==> src/rtl/pipe_stage_regs.sv <==
// PC, IF/ID and ID/EX pipeline registers with stall/flush handling and
// saturating stall/flush event counters.
module pipe_stage_regs #(
    parameter logic [31:0] RESET_PC = 32'h00000000,
    parameter int          CNT_W    = 16
) (
    input  logic             clk,
    input  logic             rst,
    input  logic             stallF,
    input  logic             stallD,
    input  logic             flushE,
    input  logic             pcsrcD,
    input  logic [31:0]      pc_branchD,
    input  logic [31:0]      instrF,
    input  logic [31:0]      rd1D,
    input  logic [31:0]      rd2D,
    input  logic [31:0]      signimmD,
    input  logic             regwrtD,
    input  logic             mem2regD,
    input  logic             memwrtD,
    input  logic             alusrcD,
    input  logic             regdstD,
    input  logic [2:0]       alucontrolD,
    output logic [31:0]      pcF,
    output logic [31:0]      instrD,
    output logic [31:0]      pcplus4D,
    output logic [4:0]       rsD,
    output logic [4:0]       rtD,
    output logic [4:0]       rdD,
    output logic             validD,
    output logic             validE,
    output logic [31:0]      rd1E,
    output logic [31:0]      rd2E,
    output logic [31:0]      signimmE,
    output logic [4:0]       rsE,
    output logic [4:0]       rtE,
    output logic [4:0]       rdE,
    output logic             regwrtE,
    output logic             mem2regE,
    output logic             memwrtE,
    output logic             alusrcE,
    output logic             regdstE,
    output logic [2:0]       alucontrolE,
    output logic [CNT_W-1:0] stall_cnt,
    output logic [CNT_W-1:0] flush_cnt
);

    typedef struct packed {
        logic [31:0] rd1;
        logic [31:0] rd2;
        logic [31:0] signimm;
        logic [4:0]  rs;
        logic [4:0]  rt;
        logic [4:0]  rd;
        logic        regwrt;
        logic        mem2reg;
        logic        memwrt;
        logic        alusrc;
        logic        regdst;
        logic [2:0]  alucontrol;
        logic        valid;
    } ex_t;

    function automatic logic [CNT_W-1:0] sat_inc(input logic [CNT_W-1:0] c);
        return (&c) ? c : c + {{(CNT_W-1){1'b0}}, 1'b1};
    endfunction

    logic [31:0]      pc_q, pc_d;
    logic [31:0]      instrD_q, instrD_d;
    logic [31:0]      pcplus4D_q, pcplus4D_d;
    logic             validD_q, validD_d;
    ex_t              ex_q, ex_d;
    logic [CNT_W-1:0] stall_cnt_q, stall_cnt_d;
    logic [CNT_W-1:0] flush_cnt_q, flush_cnt_d;
    logic             clearD;

    // A taken branch only squashes decode when decode is not being held.
    assign clearD = pcsrcD & ~stallD;

    always_comb begin
        pc_d = pc_q;
        if (!stallF) pc_d = pcsrcD ? pc_branchD : pc_q + 32'd4;

        instrD_d   = instrD_q;
        pcplus4D_d = pcplus4D_q;
        validD_d   = validD_q;
        if (!stallD) begin
            if (pcsrcD) begin
                instrD_d   = 32'd0;
                pcplus4D_d = 32'd0;
                validD_d   = 1'b0;
            end else begin
                instrD_d   = instrF;
                pcplus4D_d = pc_q + 32'd4;
                validD_d   = 1'b1;
            end
        end

        ex_d = '0;
        if (!flushE) begin
            ex_d.rd1        = rd1D;
            ex_d.rd2        = rd2D;
            ex_d.signimm    = signimmD;
            ex_d.rs         = instrD_q[25:21];
            ex_d.rt         = instrD_q[20:16];
            ex_d.rd         = instrD_q[15:11];
            ex_d.regwrt     = regwrtD;
            ex_d.mem2reg    = mem2regD;
            ex_d.memwrt     = memwrtD;
            ex_d.alusrc     = alusrcD;
            ex_d.regdst     = regdstD;
            ex_d.alucontrol = alucontrolD;
            ex_d.valid      = validD_q;
        end

        stall_cnt_d = stallD ? sat_inc(stall_cnt_q) : stall_cnt_q;
        flush_cnt_d = clearD ? sat_inc(flush_cnt_q) : flush_cnt_q;
    end

    always_ff @(posedge clk or posedge rst) begin
        if (rst) begin
            pc_q        <= RESET_PC;
            instrD_q    <= 32'd0;
            pcplus4D_q  <= 32'd0;
            validD_q    <= 1'b0;
            ex_q        <= '0;
            stall_cnt_q <= '0;
            flush_cnt_q <= '0;
        end else begin
            pc_q        <= pc_d;
            instrD_q    <= instrD_d;
            pcplus4D_q  <= pcplus4D_d;
            validD_q    <= validD_d;
            ex_q        <= ex_d;
            stall_cnt_q <= stall_cnt_d;
            flush_cnt_q <= flush_cnt_d;
        end
    end

    assign pcF         = pc_q;
    assign instrD      = instrD_q;
    assign pcplus4D    = pcplus4D_q;
    assign rsD         = instrD_q[25:21];
    assign rtD         = instrD_q[20:16];
    assign rdD         = instrD_q[15:11];
    assign validD      = validD_q;
    assign validE      = ex_q.valid;
    assign rd1E        = ex_q.rd1;
    assign rd2E        = ex_q.rd2;
    assign signimmE    = ex_q.signimm;
    assign rsE         = ex_q.rs;
    assign rtE         = ex_q.rt;
    assign rdE         = ex_q.rd;
    assign regwrtE     = ex_q.regwrt;
    assign mem2regE    = ex_q.mem2reg;
    assign memwrtE     = ex_q.memwrt;
    assign alusrcE     = ex_q.alusrc;
    assign regdstE     = ex_q.regdst;
    assign alucontrolE = ex_q.alucontrol;
    assign stall_cnt   = stall_cnt_q;
    assign flush_cnt   = flush_cnt_q;

endmodule

==> config.mk <==
export PLATFORM = sky130hd
export DESIGN_NAME = pipe_stage_regs
export DESIGN_NICKNAME = d
export VERILOG_FILES = /design/src/rtl/pipe_stage_regs.sv
export SDC_FILE = /design/constraint.sdc
export NUM_CORES = 1
export LEC_CHECK = 0
export CAP_MARGIN = 20
export CORE_AREA = 2 2 171 173
export CTS_CLUSTER_DIAMETER = 200
export DETAILED_ROUTE_END_ITERATION = 6
export DIE_AREA = 0 0 173 175
export PLACE_DENSITY_LB_ADDON = 0.2
export SETUP_SLACK_MARGIN = 0.4
export SYNTH_ARGS = -nofsm -noshare
export SYNTH_HDL_FRONTEND = slang
export SYNTH_SLANG_ARGS = --single-unit
==> constraint.sdc <==
create_clock -name clk -period 9.97 [get_ports clk]
set_input_delay 1.994 -clock clk [delete_from_list [all_inputs] [get_ports clk]]
set_output_delay 1.994 -clock clk [all_outputs]
set_load 0.01 [all_outputs]
==> flow_summary.ini <==
[run_status]
outcome = complete, no violations

[floorplanning]
pin_count = 438
start_util = 0.3565
die-area_mm2 = 0.03028
die_h_um = 175
die_x_um = 173
coreArea_mm2 = 0.02839
rows = 62

[synthesis]
synth_cell_types = 52
synth_ff_type = dfrtp_1
ys_async_sr_fraction = 1.000
synth.net_count = 1016
ys_top_cells_by_area = dfrtp_1 62%, nor2b_1 7.7%, a22o_1 4.3%, xnor2_1 2.9%, nand2_1 2.3%
synth_top_area_cell = dfrtp_1
yosys_warnings = 0
yosysMostFrequentCell = dfrtp_1
synth-edff-count = 0
yosys.area.top_type_share = 0.6156
syn_area_per_cell_um2 = 12.06
synthCells = 839
syn_area_mm2 = 0.01012
ys_ff_latch = 249
synthTopCellsByCount = 249 x dfrtp_1, 124 x nor2b_1, 63 x nand2_1
ys_seq_area_frac = 0.6156

[global_routing]
grt_pass1_wl_mm = 50.20
grt_max_degree = 124
track_usage = 0.2141
overflow = 0
grt_pass1_vias = 7780
antenna_found_initial = 1

[route]
drtIter0Drc = 535
vias = 7870
ant_nets = 0
wire_per_inst_um = 20.14
first_pass_iters = 5
wl_mm = 33.21
drcViolationCount = 0
viasPerCell = 4.773

[timing]
post-route-period-util = 0.4211
setup_ws_ns = 5.772
maxSlewHeadroom = 0.3336
maxClockFrequency_mhz = 238.2
finalCriticalPeriod_ns = 4.198
tightest_slew_ns = 0.9986
rsz0062_at_grt = no
clock_skew_ns = 0.005022
finalHoldViolCount = 0
final-setup-viol-count = 0
fin_tns_setup_ns = 0
fin_hold_ws_ns = 0.4849
slew_violations = 0

[placed_design]
dp_hpwl_mm = 24.62
gp_congestion = 0.8272
preCtsSetupSlack_ns = 5.242
port-buffer-count = 437

[power_and_ir_drop]
cellPowerDensity_mw_per_mm2 = 177.6
irDropWorstVdd_v = 0.0001075
leakagePower_nw = 6.641

[critical_path]
cp_max_fo = 35
critPathLaunchType = input port
crit_path_end_kind = register
critPathRequiredTime_ns = 10.41
setup.worst_path.class = input port to register
r2r_slack_ns = 7.68
crit_arrival_ns = 4.64

[clocking]
cts_resized = 0
cts_setup_buffers = 0
cts_max_level = 1
cts_sinks = 249
cts_tree = yes
cts-root-buf = clkbuf_16
path_clk_slew_ns = 0.06
numCtsBuffers = 27
holdBufCountCts = 0
clk_latency_ns = 0.52
cts_buffer_depth = 3

[run]
maxCapViolations = 0

[layout]
synthToLayoutAreaGrowth_pct = 53.88
multi_input_area_mm2 = 0.003512
fill_cells = 2435
nets = 1422
post-route-util = 0.5486
layout-drive-gt1-share = 0.06017
seq_area_mm2 = 0.006231

[worst_hold_path]
hold_class = register to register
[registers in the layout (all words and copies together) (netlist names)]
register and cells:
pcF 32, validE 1, memwrtE 1, regdstE 1, rd1E 32, rsE 5
rtE 5, pcplus4D 32, rdE 5, validD 1, regwrtE 1, stall_cnt 16
mem2regE 1, signimmE 32, alucontrolE 3, flush_cnt 16, instrD 32, rd2E 32
alusrcE 1
[worst paths after layout]
kind                                   from            to  cells past startpoint
worst max-delay path                 pcsrcD       pcF[10]                      6
worst min-delay path            pcplus4D[5]   pcplus4D[5]                      2
worst max register to register       pcF[2]  pcplus4D[12]                      6
worst min register to register  pcplus4D[5]   pcplus4D[5]                      2
max in group asynchronous               rst      rd2E[20]                      3
min in group asynchronous               rst      rd1E[24]                      2
[kinds of logic (layout without fill, tap and decap cells)]
logic type                 Yosys count  after routing  synth area share
AOI/OAI and AO/OA                  135            135           0.09790
xor gates and xnor gates            54             54           0.04672
adders and majority gates            3              3          0.003709
buffers and inverters               77            501           0.03844
DFF                                249            249            0.6156
muxes                               18             18           0.01817
other                                0              2                 0
and+or+nand+nor                    303            303            0.1795
[report_power, final]
| group | total, mW | internal [mW] | switching (mW) |
|---|---|---|---|
| registers | 1.22 | 1.11 | 0.106 |
| clock network | 0.979 | 0.593 | 0.386 |
| logic | 0.572 | 0.325 | 0.247 |
| total | 2.77 | 2.03 | 0.739 |
[cell usage in the layout (no fill, tap or decap), drive strengths merged, types with 3 or more instances in the layout]
cell and instances:
nor4 7, and3 6, o21ai 13, nand3 21, clkinv 4, clkbuf 43
nand2 65, xnor2 34, o31ai 13, and4 10, ha 3, nor2 28
a31oi 3, dfrtp 249, nor3 16, buf 9, o22ai 9, mux2i 15
nor2b 124, inv 9, a22oi 16, a21oi 21, nand4 16, clkdlybuf4s50 435
o311ai 3, mux2 3, a22o 50, xor2 20
[critical path, stage by stage]
cell,delay [ns]
clkdlybuf4s50_1,0.47
buf_4,0.37
clkinv_1,0.52
nor2_2,0.93
a22oi_1,0.17
o21ai_0,0.14
[routing by layer]
metal | wire length (um) | GRT usage | vias to the layer above | share of wire
li1 | - | - | 3700 | -
met1 | 13600 | 0.2730 | 3817 | 0.41
met2 | 16450 | 0.3603 | 301 | 0.50
met3 | 2434 | 0.05809 | 52 | 0.073
met4 | 722 | 0.05720 | 0 | 0.022
met5 | 0 | 0 | - | 0
[through the flow]
| step | std cells | power, mW | cell area, um2 |
|---|---|---|---|
| after floorplan | 839 | 1.458 | 10120 |
| after global placement | 1600 | 1.803 | 14690 |
| after detailed placement | 1600 | 1.810 | 14690 |
| after CTS | 1647 | 2.804 | 15570 |
| after global routing | 1648 | 2.894 | 15570 |
| final | 1649 | 2.766 | 15580 |
[layout make-up]
cell class | instances | share of cell area
antenna | 2 | 0.0003213
clock buffer | 43 | 0.05366
clock inverter | 4 | 0.002892
inverter | 10 | 0.002892
multi-input combinational | 513 | 0.2255
sequential | 249 | 0.4000
tap | 384 | 0.03085
timing repair buffer | 444 | 0.2839
No activity file was read; power rests on OpenSTA's default activity.
